--- config.mk ---
export PLATFORM = sky130hd
export DESIGN_NAME = acc_ingress_buffer
export DESIGN_NICKNAME = d
export VERILOG_FILES = /design/src/rtl/acc_ingress_buffer.sv
export SDC_FILE = /design/constraint.sdc
export NUM_CORES = 1
export LEC_CHECK = 0
export BUFFER_PORTS_ARGS = -buffer_cell sky130_fd_sc_hd__buf_2
export CAP_MARGIN = 20
export CORE_MARGIN = 5
export CORE_UTILIZATION = 55
export DETAILED_ROUTE_END_ITERATION = 10
export PLACE_DENSITY_LB_ADDON = 0.25
export SLEW_MARGIN = 25
export SYNTH_ARGS = -nofsm -noshare
export SYNTH_HDL_FRONTEND = slang
export SYNTH_SLANG_ARGS = --single-unit
--- constraint.sdc ---
create_clock -name clock -period 4.68 [get_ports clock]
set_input_delay 0.468 -clock clock [delete_from_list [all_inputs] [get_ports clock]]
set_output_delay 0.468 -clock clock [all_outputs]
set_load 0.02 [all_outputs]
--- src/rtl/acc_ingress_buffer.sv ---
// Ingress buffer between the producer stub and a wrapping accumulator: a FIFO
// absorbs bursts from a producer with no backpressure, counts drops, and supports flush.
module acc_ingress_buffer #(
    parameter int DW    = 32,
    parameter int AW    = 32,
    parameter int DEPTH = 8,
    localparam int LW   = $clog2(DEPTH + 1)
) (
    input  logic          clock,
    input  logic          reset,
    input  logic          in_valid,
    input  logic [DW-1:0] in_value,
    input  logic          drain_en,
    input  logic          flush_req,
    output logic [AW-1:0] accumulator,
    output logic          acc_overflow,
    output logic [LW-1:0] fifo_level,
    output logic [15:0]   drop_count,
    output logic          flush_busy
);

    localparam int PW = $clog2(DEPTH);

    typedef enum logic [0:0] {
        ST_RUN   = 1'b0,
        ST_FLUSH = 1'b1
    } state_t;

    function automatic logic [15:0] sat_inc16(input logic [15:0] v);
        return (v == 16'hFFFF) ? v : v + 16'd1;
    endfunction

    state_t         r_state;
    state_t         w_state_nxt;

    logic [DW-1:0]  r_mem [DEPTH];
    logic [PW-1:0]  r_wr_ptr;
    logic [PW-1:0]  r_rd_ptr;
    logic [LW-1:0]  r_level;
    logic [AW-1:0]  r_acc;
    logic           r_acc_ovf;
    logic [15:0]    r_drop_cnt;
    logic           r_flush_busy;

    logic           w_empty;
    logic           w_full;
    logic           w_push_allow;
    logic           w_pop_acc;
    logic           w_pop_discard;
    logic           w_flush_done;
    logic           w_pop;
    logic           w_push;
    logic           w_drop;
    logic [DW-1:0]  w_head;
    logic [AW-1:0]  w_head_ext;
    logic [AW:0]    w_sum;

    assign w_empty    = (r_level == {LW{1'b0}});
    assign w_full     = (r_level == LW'(DEPTH));
    assign w_head     = r_mem[r_rd_ptr];
    assign w_head_ext = AW'(w_head);
    assign w_sum      = {1'b0, r_acc} + {1'b0, w_head_ext};

    // State register
    always_ff @(posedge clock or posedge reset) begin
        if (reset) begin
            r_state <= ST_RUN;
        end else begin
            r_state <= w_state_nxt;
        end
    end

    // Next-state logic; flush_req is ignored while already flushing
    always_comb begin
        w_state_nxt = r_state;
        case (r_state)
            ST_RUN: begin
                if (flush_req) begin
                    w_state_nxt = ST_FLUSH;
                end else begin
                    w_state_nxt = ST_RUN;
                end
            end
            ST_FLUSH: begin
                if (w_empty) begin
                    w_state_nxt = ST_RUN;
                end else begin
                    w_state_nxt = ST_FLUSH;
                end
            end
            default: w_state_nxt = ST_RUN;
        endcase
    end

    // Per-state datapath controls
    always_comb begin
        w_push_allow  = 1'b0;
        w_pop_acc     = 1'b0;
        w_pop_discard = 1'b0;
        w_flush_done  = 1'b0;
        case (r_state)
            ST_RUN: begin
                w_push_allow = 1'b1;
                w_pop_acc    = drain_en && !w_empty;
            end
            ST_FLUSH: begin
                w_pop_discard = !w_empty;
                w_flush_done  = w_empty;
            end
            default: begin
                w_push_allow  = 1'b0;
                w_pop_acc     = 1'b0;
                w_pop_discard = 1'b0;
                w_flush_done  = 1'b0;
            end
        endcase
    end

    // A full FIFO still accepts a push when the head leaves on the same edge
    assign w_pop  = w_pop_acc || w_pop_discard;
    assign w_push = w_push_allow && in_valid && (!w_full || w_pop);
    assign w_drop = in_valid && !w_push;

    // FIFO storage; not reset
    always_ff @(posedge clock) begin
        if (w_push) begin
            r_mem[r_wr_ptr] <= in_value;
        end
    end

    // FIFO pointers and occupancy
    always_ff @(posedge clock or posedge reset) begin
        if (reset) begin
            r_wr_ptr <= {PW{1'b0}};
            r_rd_ptr <= {PW{1'b0}};
            r_level  <= {LW{1'b0}};
        end else begin
            if (w_push) begin
                r_wr_ptr <= r_wr_ptr + PW'(1);
            end
            if (w_pop) begin
                r_rd_ptr <= r_rd_ptr + PW'(1);
            end
            case ({w_push, w_pop})
                2'b10:   r_level <= r_level + LW'(1);
                2'b01:   r_level <= r_level - LW'(1);
                default: r_level <= r_level;
            endcase
        end
    end

    // Accumulator with sticky carry; cleared when a flush completes
    always_ff @(posedge clock or posedge reset) begin
        if (reset) begin
            r_acc     <= {AW{1'b0}};
            r_acc_ovf <= 1'b0;
        end else if (w_flush_done) begin
            r_acc     <= {AW{1'b0}};
            r_acc_ovf <= 1'b0;
        end else if (w_pop_acc) begin
            r_acc <= w_sum[AW-1:0];
            if (w_sum[AW]) begin
                r_acc_ovf <= 1'b1;
            end
        end
    end

    // Drop counter and registered busy flag
    always_ff @(posedge clock or posedge reset) begin
        if (reset) begin
            r_drop_cnt   <= 16'd0;
            r_flush_busy <= 1'b0;
        end else begin
            if (w_drop) begin
                r_drop_cnt <= sat_inc16(r_drop_cnt);
            end
            r_flush_busy <= (w_state_nxt == ST_FLUSH);
        end
    end

    assign accumulator  = r_acc;
    assign acc_overflow = r_acc_ovf;
    assign fifo_level   = r_level;
    assign drop_count   = r_drop_cnt;
    assign flush_busy   = r_flush_busy;

endmodule

* Yosys cells after proc, flatten, opt, wreduce, memory -nomap -nowiden *
Memory sizes are Yosys's and may differ from the RTL's.
Index checks and enable logic that the tools add are counted.

operators by class
  multiplexer cells = 15
  reduce and logical (&&, ||, !) cells = 15
  bitwise gates (word level) = 2
  eq/ne operators = 4
  $add $sub $neg = 6

operator list
  operator                                                             count
  32-bit two-way mux                                                   2
  32-bit by 32-bit adder with 33-bit output                            1
  16-bit by 1-bit adder with 16-bit output (second input constant)     1
  16-bit == test (second input constant)                               1
  1-bit two-way mux                                                    11
  4-bit one-hot mux with 2 select lines                                1
  3-bit by 1-bit adder with 3-bit output (second input constant)       2
  2-bit nonzero test                                                   3
  4-bit by 1-bit adder with 4-bit output (second input constant)       1
  4-bit == test (second input constant)                                1
  1-bit logical AND                                                    4
  4-bit logical NOT                                                    1
  2-bit AND reduction                                                  2
  4-bit by 1-bit subtractor with 4-bit output (second input constant)  1
  1-bit logical NOT                                                    3
  2-bit by 1-bit == test with 1-bit output (second input constant)     1
  2-bit == test (second input constant)                                1
  1-bit logical OR                                                     2
  1-bit NOT                                                            2
  1-bit one-hot mux with 2 select lines                                1

word-level totals
  input bits = 37
  register bits after elaboration = 60
  output and inout bits = 54
  memories = 1
  bits in writable memories = 256
  word-level logic and storage cells = 50

memory list
  name   depth  bits a word  rd ports  clocked after memory_dff  write ports  line  text
  r_mem  8      32           1         0                         1            36    logic [DW-1:0] r_mem [DEPTH];

* Logic depth before layout (Yosys ltp) *
Gate-level depths: netlist (run 1).

  depth in word-level cells = 10
  gate-level depth with buffers = 15
  depth with buffers taken out = 13

* Least setup slack after synthesis (run 1) *
OpenSTA, ideal clock, no wires.

  path type = reg2reg
  from = register, netlist name flush_busy
  to = memory r_mem[5][0] (enable)
  cell stages (with the launch flop) = 4
  buffers on the path = 1
  period minus slack after synthesis = 4.513 ns
  arrival time = 4.012 ns
  required time = 4.179 ns
  path slack = 0.167 ns
  setup time = 0.501 ns
  cells stage by stage = dfrtp_1 -> clkbuf_1 -> nand2b_1 -> nor4_1

RTL lines
  what              line
  end: declaration  36

* Worst setup path after layout (run 1) *
  from = register r_rd_ptr[0]
  to = register r_acc[28] (netlist: accumulator[28])

on the way
  cells in the longest elaborated chain, start to end = 4

ends and longest elaborated chain
  what                                       line  text
  start: declaration                         38    logic [PW-1:0] r_rd_ptr;
  start signal: assignment                   135   r_rd_ptr <= {PW{1'b0}};
  start signal: assignment                   142   r_rd_ptr <= r_rd_ptr + PW'(1);
  memory 8 x 32 bit                          n/a
  32-bit by 32-bit adder with 33-bit output  62    assign w_sum = {1'b0, r_acc} + {1'b0, w_head_ext};
  32-bit two-way mux                         160   end else if (w_pop_acc) begin
  32-bit two-way mux                         157   end else if (w_flush_done) begin
  end signal: assignment                     155   r_acc <= {AW{1'b0}};
  end signal: assignment                     158   r_acc <= {AW{1'b0}};
  end signal: assignment                     161   r_acc <= w_sum[AW-1:0];
  end: declaration                           40    logic [AW-1:0] r_acc;

No other way between the ends. The select of a mux whose other input is x is not followed.
A chain may end at the register's enable or synchronous reset.

==> results of run 1 <==
[sequential cells by signal (all words and copies together) (netlist names)]
| register | cells |
|---|---|
| r_mem | 256 |
| r_rd_ptr | 3 |
| drop_count | 16 |
| acc_overflow | 1 |
| fifo_level | 4 |
| flush_busy | 1 |
| accumulator | 32 |
| r_wr_ptr | 3 |
[per-layer routing]
layer	vias to the layer above	part of all wire, %	routed length [µm]	GRT usage [%]
met1	4012	43	12760	29.96
met4	2	1.5	445	5.293
met5	-	0.024	7	0
met2	250	50	14700	34.92
met3	42	5.7	1681	3.596
li1	3578	-	-	-
[power groups by stage]
stage | Sequential [mW] | Clock [mW] | Combinational (mW)
after global routing | 3.77 | 2.89 | 4.89
after global placement | 3.78 | 0 | 4.36
final | 3.73 | 2.73 | 4.46
after detailed placement | 3.79 | 0 | 4.42
after floorplan | 3.71 | 0 | 3.37
after CTS | 3.73 | 2.76 | 4.46
[final cells by class]
class                      count  area (µm²)
sequential                   316        9195
fill                        1834        9032
multi-input combinational    485        4489
clock buffer                  43       958.4
timing repair buffer         109       620.6
tap                          330       412.9
clock inverter                19       195.2
inverter                      16       60.06
[per-stage QoR]
stage                     util (%)  cells  hold slack [ps]  area (µm²)  total power, mW
final                        63.82   1318            222.1       15930            10.92
after detailed placement     59.16   1255            487.0       14770            8.211
after global routing         63.82   1318            224.6       15930            11.55
after CTS                    63.82   1318            200.5       15930            10.96
after floorplan                  -    849            566.9       13810            7.073
after global placement       59.16   1255            477.4       14770            8.139
[cell usage in the layout (no fill, tap or decap), types with 4 or more instances in the layout]
master     count
a21oi_2        5
a21o_1         9
nor3_1         5
o21bai_1       5
edfxtp_1     256
nand4_1        9
nor2_1        27
buf_2         90
mux4_2        64
dfrtp_1       57
nand3_1       17
a21oi_1       39
inv_1         14
and3_1         4
mux2_2        34
clkinv_1       7
nand2_1       66
xor2_1        19
ha_1          37
xnor2_1       25
o21ai_1        7
o21ai_0       38
a22o_1         4
buf_4         16
clkbuf_1       5
clkbuf_16     37
nand2b_1       5
bufinv_16      4
clkinv_2       5
[worst max-delay path: stages (launching register included)]
cell,delay (ps)
dfrtp_4,810
mux4_2,590
mux2_2,280
ha_1,200
inv_1,70
fa_1,220
nor2b_2,70
o2111ai_2,240
a2111o_1,200
nand3_1,160
o31a_2,430
a31oi_1,210
xor2_1,180
o21ai_1,70
[cell families (layout without fill, tap and decap cells)]
logic type	count (synthesis)	after routing	share of synthesized area [%]
multiplexers	100	100	13.35
buffers and inverters	48	187	1.377
AO/OA/AOI/OAI	142	142	6.730
flip-flops	316	316	66.52
AND/OR/NAND/NOR	160	160	5.589
adder cells (fa/ha/maj)	39	39	3.641
XOR/XNOR	44	44	2.790
[what timing repair did]
item,4_1_cts,5_1_grt
buffers inserted,0,0
hold buffers,1,0
endpoints found under the hold margin,15,0
[worst max-delay path by stage]
stage / end / depth (start not counted)
floorplan: r_mem[5][0] / 3
global placement: accumulator[26] / 11
detailed placement: accumulator[26] / 11
CTS: accumulator[28] / 13
global route: accumulator[25] / 12
finish: accumulator[28] / 13
==> results.py, run 1 <==
metrics = {
    "floorplanning": {
        "initial_utilization_pct": 55.33,
        "fp.coreArea_um2": 24960,
        "die_h_um": 168.5,
        "die_w_um": 168.5,
        "die_area_um2": 28380,
        "num_rows": 58,
        "pin_count": 91,
    },
    "run_status": {
        "status": "completed",
    },
    "drt": {
        "first_iter_violations": 680,
        "remaining_drc_errors": 0,
        "wl_per_cell_um": 22.46,
        "vias": 7884,
        "via_per_inst": 5.982,
        "firstDrtPassIters": 5,
        "drt_wl_total_um": 29600,
        "ant_nets": 0,
    },
    "worst_setup_path": {
        "reg2reg_to": "accumulator[28]",
        "path_max_fanout": 29,
        "r2r_start": "r_rd_ptr[0]",
        "critPathKind": "flip-flop to flip-flop",
        "r2r_setup_slack_ps": 780,
        "cp-start-kind": "flip-flop",
        "cp_data_required_time_ps": 5040,
        "worstPathArrival_ps": 4260,
        "critPathCaptureType": "flip-flop",
        "crit_start": "r_rd_ptr[0]",
        "r2r_cells": 13,
    },
    "final_layout": {
        "nets": 1038,
        "area_growth_pct": 15.33,
        "drive_gt1_share_pct": 29.25,
        "n_antenna_cell": 0,
    },
    "clock_tree": {
        "cts_tree": "done",
        "ctsLongestPathBuffers": 3,
        "cts_resized": 0,
        "numCtsBuffers": 34,
        "clk_pin_slew_worst_paths_ps": 60,
        "clock_tree.root_cell": "clkbuf_16",
        "insertion_delay_ps": 510,
        "cts_htree_levels": 2,
        "cts_sinks": 316,
    },
    "synth": {
        "synth.most_common_cell": "edfxtp_1",
        "synth_top_cells_by_area": "edfxtp_1, dfrtp_1, mux4_2, ha_1, mux2_2",
        "ys_seq_area_share_pct": 66.52,
        "netlist_area_um2": 13810,
        "synth_top_cell_area_share_pct": 55.65,
        "ys_warn_count": 0,
        "syn_inst": 849,
        "yosys_most_used_dff": "edfxtp_1",
        "synth-edff-count": 256,
        "synth_commonest_cells": "edfxtp_1, nand2_1, mux4_2, dfrtp_1, a21oi_1",
        "syn-num-nets": 925,
        "synth_area_leader_cell": "edfxtp_1",
        "ys_ff_latch": 316,
        "synthArstFlopShare_pct": 18.99,
        "synth_cell_type_count": 65,
        "synth_area_per_cell_um2": 16.27,
    },
    "power": {
        "p_int_mw": 6.965,
        "clock_power_share_pct": 25.0,
        "swShare_pct": 36.19,
        "p_seq_share_pct": 34.2,
        "combPwrFrac_pct": 40.8,
        "p_sw_mw": 3.951,
        "cellPowerDensity_nw_per_um2": 685.2,
        "ir_worst_vdd_mv": 0.3953,
        "power_leakage_nw": 5.821,
    },
    "placement": {
        "hpwlAfterDp_um": 18250,
        "dp_slack_ps": 764.1,
        "numPortBuffers": 90,
        "gp_congestion": 0.9213,
    },
    "grt": {
        "antenna_found_initial": 1,
        "overflow": 0,
        "grt_util_all_layers_pct": 21.17,
        "grt_pass1_wl_um": 46260,
        "grt_pass1_vias": 7969,
        "grt_max_degree": 46,
    },
    "timing": {
        "tns_ps": 0,
        "setup_viol": 0,
        "layout_setup_ws_ps": 779.2,
        "fin_crit_sh_pct": 83.35,
        "period_needed_ps": 3901,
        "hold_viol_final": 0,
        "clock.fmax_mhz": 256.4,
        "finalMaxSlewViolations": 0,
        "tightest_slew_ps": 966.6,
        "maxSlewHeadroom_pct": 35.28,
        "fin_skew_ps": 10.09,
        "rsz0062_at_grt": "no",
    },
    "min_path": {
        "holdPathStages": 3,
        "hold_path_end": "flush_busy",
        "hold_class": "input pin to flip-flop",
        "holdCritStartpoint": "flush_req",
    },
    "flow_run": {
        "max_cap_violations": 0,
    },
}
Note: power is estimated with default switching activity, not from simulation.
==> run 2: changes to the inputs <==
Settings changed: ABC_AREA set to 1.
Clock period 4.68 ns to 3.18 ns, I/O delays scaled along.
==> run 2 against run 1 <==
  * Cell area is 8.7% higher
  * Largest power group unchanged
  * Critical path type unchanged
  * Worst setup slack worse by 580 ps
  * First-iteration DRC count up 57%
  * Non-clock buffer count grew 36
  * Critical endpoint is now accumulator[30]
  * Synthesized area up 7.9%
  * Sequential share of layout area shrank 4.6 points
==> results.py, run 2 <==
metrics = {
    "floorplanning": {
        "die_area_um2": 30490,
        "pin_count": 91,
        "die_h_um": 174.6,
        "num_rows": 60,
        "initial_utilization_pct": 55.61,
        "die_w_um": 174.6,
        "fp.coreArea_um2": 26800,
    },
    "placement": {
        "hpwlAfterDp_um": 23370,
        "postPlaceCellArea_um2": 16100,
        "gp_congestion": 0.9501,
        "dp_slack_ps": 149.6,
        "place_inst": 1965,
        "numPortBuffers": 90,
    },
    "synth": {
        "synth_top_cell_area_share_pct": 51.58,
        "yosys_most_used_dff": "edfxtp_1",
        "synth_cell_type_count": 39,
        "synth_commonest_cells": "nand2_1, nor2_1, edfxtp_1, o21ai_0, inv_1",
        "synth_top_cells_by_area": "edfxtp_1, dfrtp_1, nand2_1, nor2_1, o21ai_0",
        "syn_inst": 1536,
        "netlist_area_um2": 14900,
        "synth_area_leader_cell": "edfxtp_1",
        "ys_seq_area_share_pct": 61.65,
        "synthArstFlopShare_pct": 18.99,
        "synth-edff-count": 256,
        "synth.most_common_cell": "nand2_1",
        "synth_area_per_cell_um2": 9.703,
        "ys_ff_latch": 316,
        "syn-num-nets": 1612,
        "ys_warn_count": 0,
    },
    "power": {
        "p_sw_mw": 8.726,
        "combPwrFrac_pct": 52.8,
        "p_seq_share_pct": 27.6,
        "power_leakage_nw": 7.368,
        "swShare_pct": 44.54,
        "ir_worst_vdd_mv": 0.5362,
        "cellPowerDensity_nw_per_um2": 1131,
        "p_int_mw": 10.87,
        "clock_power_share_pct": 19.6,
    },
    "worst_setup_path": {
        "path_max_fanout": 18,
        "worstPathArrival_ps": 3380,
        "cp-start-kind": "flip-flop",
        "critPathCaptureType": "flip-flop",
        "critPathKind": "flip-flop to flip-flop",
        "cp_data_required_time_ps": 3580,
    },
    "final_layout": {
        "final_cells": 2028,
        "layout_commonest_cell": "nand2_1",
        "n_antenna_cell": 0,
        "fin_area_um2": 17320,
        "mostFrequentLayoutCells": "nand2_1, nor2_1, edfxtp_1",
        "seq_area_um2": 9194,
        "nets": 1739,
        "area_growth_pct": 16.19,
        "final_core_util_pct": 64.61,
        "drive_gt1_share_pct": 13.93,
        "multi_input_area_um2": 5002,
        "regMostFlops": "r_mem",
        "fillers": 2081,
        "largest_reg_flops": 256,
    },
    "clock_tree": {
        "insertion_delay_ps": 520,
        "cts_htree_levels": 2,
        "cts_tree": "done",
        "numCtsBuffers": 34,
        "postCtsSetupBuffers": 0,
        "clock_tree.root_cell": "clkbuf_16",
        "ctsLongestPathBuffers": 3,
        "cts_sinks": 316,
        "clk_pin_slew_worst_paths_ps": 60,
    },
    "drt": {
        "wl_per_cell_um": 17.87,
        "remaining_drc_errors": 0,
        "via_per_inst": 5.518,
        "first_iter_violations": 1071,
        "vias": 11190,
        "ant_nets": 0,
        "firstDrtPassIters": 5,
        "drt_wl_total_um": 36240,
    },
    "timing": {
        "rsz0062_at_grt": "no",
        "period_needed_ps": 2980,
        "fin_skew_ps": 15.60,
        "clock.fmax_mhz": 335.6,
        "hold_viol_final": 0,
        "finalMaxSlewViolations": 0,
        "fin_crit_sh_pct": 93.72,
        "tightest_slew_ps": 646.1,
        "maxSlewHeadroom_pct": 56.82,
        "layout_setup_ws_ps": 199.8,
        "setup_viol": 0,
        "tns_ps": 0,
    },
    "grt": {
        "antenna_found_initial": 1,
        "grt_pass1_wl_um": 56530,
        "grt_max_degree": 58,
        "grt_pass1_vias": 10510,
        "overflow": 0,
        "grt_util_all_layers_pct": 23.26,
    },
    "flow_run": {
        "max_cap_violations": 0,
    },
    "run_status": {
        "status": "completed",
    },
    "min_path": {
        "hold_class": "input pin to flip-flop",
    },
}
==> run 2: power by group through the flow <==
stage          clock network (mW)  logic (mW)  registers (mW)
5_1_grt                      4.07        11.5            5.45
4_1_cts                      3.89        10.1            5.39
3_5_place_dp                    0        10.0            5.47
3_3_place_gp                    0        9.85            5.45
6_report                     3.83        10.3            5.41
2_1_floorplan                   0        6.45            5.67
==> run 2: cell type report <==
cell class | instances | share of cell area, %
multi-input cells | 1017 | 28.89
inverters | 149 | 3.273
flip-flops and latches | 316 | 53.09
well taps | 341 | 2.464
clock inverters | 19 | 1.149
repair buffers | 145 | 6.012
clock buffers | 41 | 5.123
==> run 2: path summary, 6_finish.rpt <==
path,start,endpoint,slack [ps],depth (start not counted)
setup / recovery,r_rd_ptr[1],accumulator[30],200,16
hold / removal,flush_req,flush_busy,20,3
max in group asynchronous,reset,r_rd_ptr[0],1820,4
setup reg to reg,r_rd_ptr[1],accumulator[30],200,16
min in group asynchronous,reset,accumulator[24],410,3
hold reg to reg,drop_count[6],drop_count[6],510,1
==> run 2: logic make-up after synthesis <==
kind of cell	count (synthesis)	share of synthesized area (%)
flops	316	61.65
fa+ha+maj	39	3.375
buf+inv	203	5.415
simple gates	698	18.87
compound gates	260	9.511
xor+xnor	20	1.175
==> run 2: worst max-delay path, stage by stage, from the launching register on <==
cell and delay [ps]:
dfrtp_2 430, inv_2 120, buf_4 170, buf_4 250, o21ai_0 150, o22ai_1 170, nor2_1 70, a31oi_2 230
ha_1 330, a21oi_1 240, nand2_1 110, nand2_1 70, nand2_1 50, a21oi_1 180, nand3_1 120, nand3_1 100
nand2_1 60
==> run 2: repair_timing <==
item	4_1_cts	5_1_grt
hold buffers	1	0
resized for setup	0	19
hold endpoints to repair	23	0
setup endpoints to repair	0	22
==> run 2: routing by layer <==
| layer | GRT usage, % | wire [µm] |
|---|---|---|
| met1 | 33.82 | 16230 |
| met2 | 37.96 | 16810 |
| met3 | 3.116 | 2512 |
| met4 | 5.237 | 686 |
| met5 | 0 | 13 |
==> run 2: stage by stage <==
| stage | hold WS (ps) | power, mW |
|---|---|---|
| 2_1_floorplan | 416.9 | 12.12 |
| 3_3_place_gp | 403.4 | 15.31 |
| 3_5_place_dp | 410.5 | 15.47 |
| 4_1_cts | 1.152 | 19.34 |
| 5_1_grt | 5.095 | 21.04 |
| 6_report | 18.89 | 19.59 |
==> run 3: changes to the inputs <==
Settings changed: PLACE_DENSITY set to 0.87, PLACE_DENSITY_LB_ADDON 0.25 to not set.
==> run 3 against run 2 <==
  * Maximum frequency is 2.4% lower
  * Clock skew is 6.8 ps higher
  * Cell area is 0.91% lower
  * Worst hold slack worse by 3.4 ps
  * Register-to-register slack worse by 70 ps
  * Cell count is 0.64% lower
  * Non-clock buffer count is 10 lower
  * Sequential power hardly changed
  * Clock-buffer cell count is 5 lower
  * Largest power group unchanged
  * Highest routed layer unchanged
  * Combinational power hardly changed
  * First-iteration DRC count is 39% higher
  * Wire length is 5.1% higher
==> results.py, run 3 (synthesis results as in run 2) <==
metrics = {
    "final_layout": {
        "final_cells": 2015,
        "largest_reg_flops": 256,
        "mostFrequentLayoutCells": "nand2_1, nor2_1, edfxtp_1",
        "layout_commonest_cell": "nand2_1",
        "drive_gt1_share_pct": 13.68,
        "fillers": 1910,
        "nets": 1726,
        "n_antenna_cell": 0,
        "final_core_util_pct": 64.02,
        "multi_input_area_um2": 5061,
        "area_growth_pct": 15.13,
        "regMostFlops": "r_mem",
        "seq_area_um2": 9194,
    },
    "grt": {
        "grt_pass1_wl_um": 58520,
        "grt_max_degree": 57,
        "antenna_found_initial": 5,
        "grt_util_all_layers_pct": 23.83,
        "grt_pass1_vias": 11130,
        "overflow": 0,
    },
    "floorplanning": {
        "num_rows": 60,
        "fp.coreArea_um2": 26800,
        "die_area_um2": 30490,
        "pin_count": 91,
        "die_h_um": 174.6,
        "initial_utilization_pct": 55.61,
        "die_w_um": 174.6,
    },
    "timing": {
        "tightest_slew_ps": 857.7,
        "fin_skew_ps": 22.38,
        "fin_crit_sh_pct": 96.04,
        "clock.fmax_mhz": 327.4,
        "period_needed_ps": 3054,
        "maxSlewHeadroom_pct": 42.73,
        "setup_viol": 0,
        "finalMaxSlewViolations": 0,
        "hold_viol_final": 0,
    },
    "placement": {
        "hpwlAfterDp_um": 24260,
        "numPortBuffers": 90,
        "gp_congestion": 0.9945,
        "place_inst": 1949,
    },
    "power": {
        "swShare_pct": 45.96,
        "ir_worst_vdd_mv": 0.5542,
        "p_seq_share_pct": 28.5,
        "combPwrFrac_pct": 53.1,
        "cellPowerDensity_nw_per_um2": 1109,
        "clock_power_share_pct": 18.4,
        "p_sw_mw": 8.749,
        "power_leakage_nw": 7.251,
        "p_int_mw": 10.29,
        "p_total_mw": 19.04,
    },
    "clock_tree": {
        "clk_pin_slew_worst_paths_ps": 60,
        "insertion_delay_ps": 580,
        "ctsLongestPathBuffers": 3,
        "clock_tree.root_cell": "clkbuf_16",
        "numCtsBuffers": 31,
        "cts_htree_levels": 1,
        "cts_tree": "done",
        "cts_sinks": 316,
    },
    "drt": {
        "drt_wl_total_um": 38080,
        "via_per_inst": 5.764,
        "remaining_drc_errors": 0,
        "vias": 11610,
        "wl_per_cell_um": 18.90,
        "firstDrtPassIters": 5,
        "first_iter_violations": 1489,
        "ant_nets": 0,
    },
    "worst_setup_path": {
        "path_max_fanout": 20,
        "critPathCaptureType": "flip-flop",
        "r2r_start": "r_rd_ptr[0]",
        "critPathBufInv": 6,
        "crit_start": "r_rd_ptr[0]",
        "crit_path_max_incr_delay_ps": 550,
        "critPathKind": "flip-flop to flip-flop",
        "cp_data_required_time_ps": 3630,
        "cp_cell_sequence": "inv_6 > buf_12 > nor2_1 > o22ai_1 > inv_1 > o21ai_1 > buf_4 > inv_1 > fa_1 > inv_2 > nand3_1 > nand3_2 > nand2_1 > nand2_2 > nand3_1 > nand2_1 > nand2_1 > nand2_1 > o21ai_0",
        "critPathTopFamily": "simple AND/OR/NAND/NOR gates",
        "crit_slowest_cell": "dfrtp_4",
        "crit_path_frequent_cell": "nand2_1",
        "cp-start-kind": "flip-flop",
        "worstPathArrival_ps": 3510,
    },
    "flow_run": {
        "max_cap_violations": 0,
    },
    "min_path": {
        "hold_class": "input pin to flip-flop",
        "holdCritStartpoint": "in_value[23]",
    },
    "run_status": {
        "status": "completed",
    },
}
run 3: cell types whose count changed in the layout (fill, tap and decap cells not counted), sizes merged:
cell,change
clkinvlp,+1
dlygate4sd3,+5
buf,-16
bufinv,-1
clkbuf,-4
inv,+2
run 3: what timing repair did:
action	in CTS	in global routing
pin swaps	0	2
endpoints found under the hold margin	69	0
cloned	0	2
endpoints found under the setup margin	4	24
setup buffers	0	1
hold buffers	6	0
gates resized for setup	1	28
run 3: worst paths after layout:
check                      cells past startpoint         endpoint  slack (ps)
min reg2reg                                    2   accumulator[9]         520
min in group asynchronous                      3  accumulator[23]         470
max reg2reg                                   19  accumulator[16]         130
max                                           19  accumulator[16]         130
min                                            1     r_mem[3][23]          20
max in group asynchronous                      4    drop_count[3]        1860
run 3: worst reg2reg max path: stages (launching register included):
cell and delay [ps]:
dfrtp_4 550, inv_6 140, buf_12 170, nor2_1 60, o22ai_1 190, inv_1 60
o21ai_1 180, buf_4 160, inv_1 50, fa_1 440, inv_2 120, nand3_1 120
nand3_2 130, nand2_1 80, nand2_2 120, nand3_1 90, nand2_1 100, nand2_1 60
nand2_1 50, o21ai_0 80
run 3: routing by layer:
layer	track usage [%]	vias up	routed length [µm]
li1	-	5412	-
met1	31.74	5441	14960
met2	39.27	637	18150
met3	5.366	114	3653
met4	7.791	10	1256
met5	0	-	51
run 3: area by class of cell:
type	count	area share, %
flip-flops and latches	316	53.58
multi-input cells	1017	29.50
repair buffers	135	5.534
clock buffers	36	4.630
inverters	149	3.303
well taps	341	2.487
clock inverters	21	0.9698
run 3: per-stage QoR:
stage	setup WS (ps)	area, µm²	hold WS [ps]	setup TNS, ps
after floorplan	264.8	14900	416.9	0
after global placement	97.02	15960	494.0	0
after detailed placement	0.7792	15960	502.9	0
after CTS	15.88	16980	0.007827	0
after global routing	-58.69	17160	13.20	-109.9
final	126.1	17160	15.53	0
run 3: power by group through the flow:
stage                     clock network [mW]  logic, mW  registers (mW)
final                                   3.51       10.1            5.42
after global routing                    3.72       11.2            5.46
after CTS                               3.52       9.64            5.40
after detailed placement                   0       9.54            5.48
after global placement                     0       9.28            5.46
after floorplan                            0       6.45            5.67
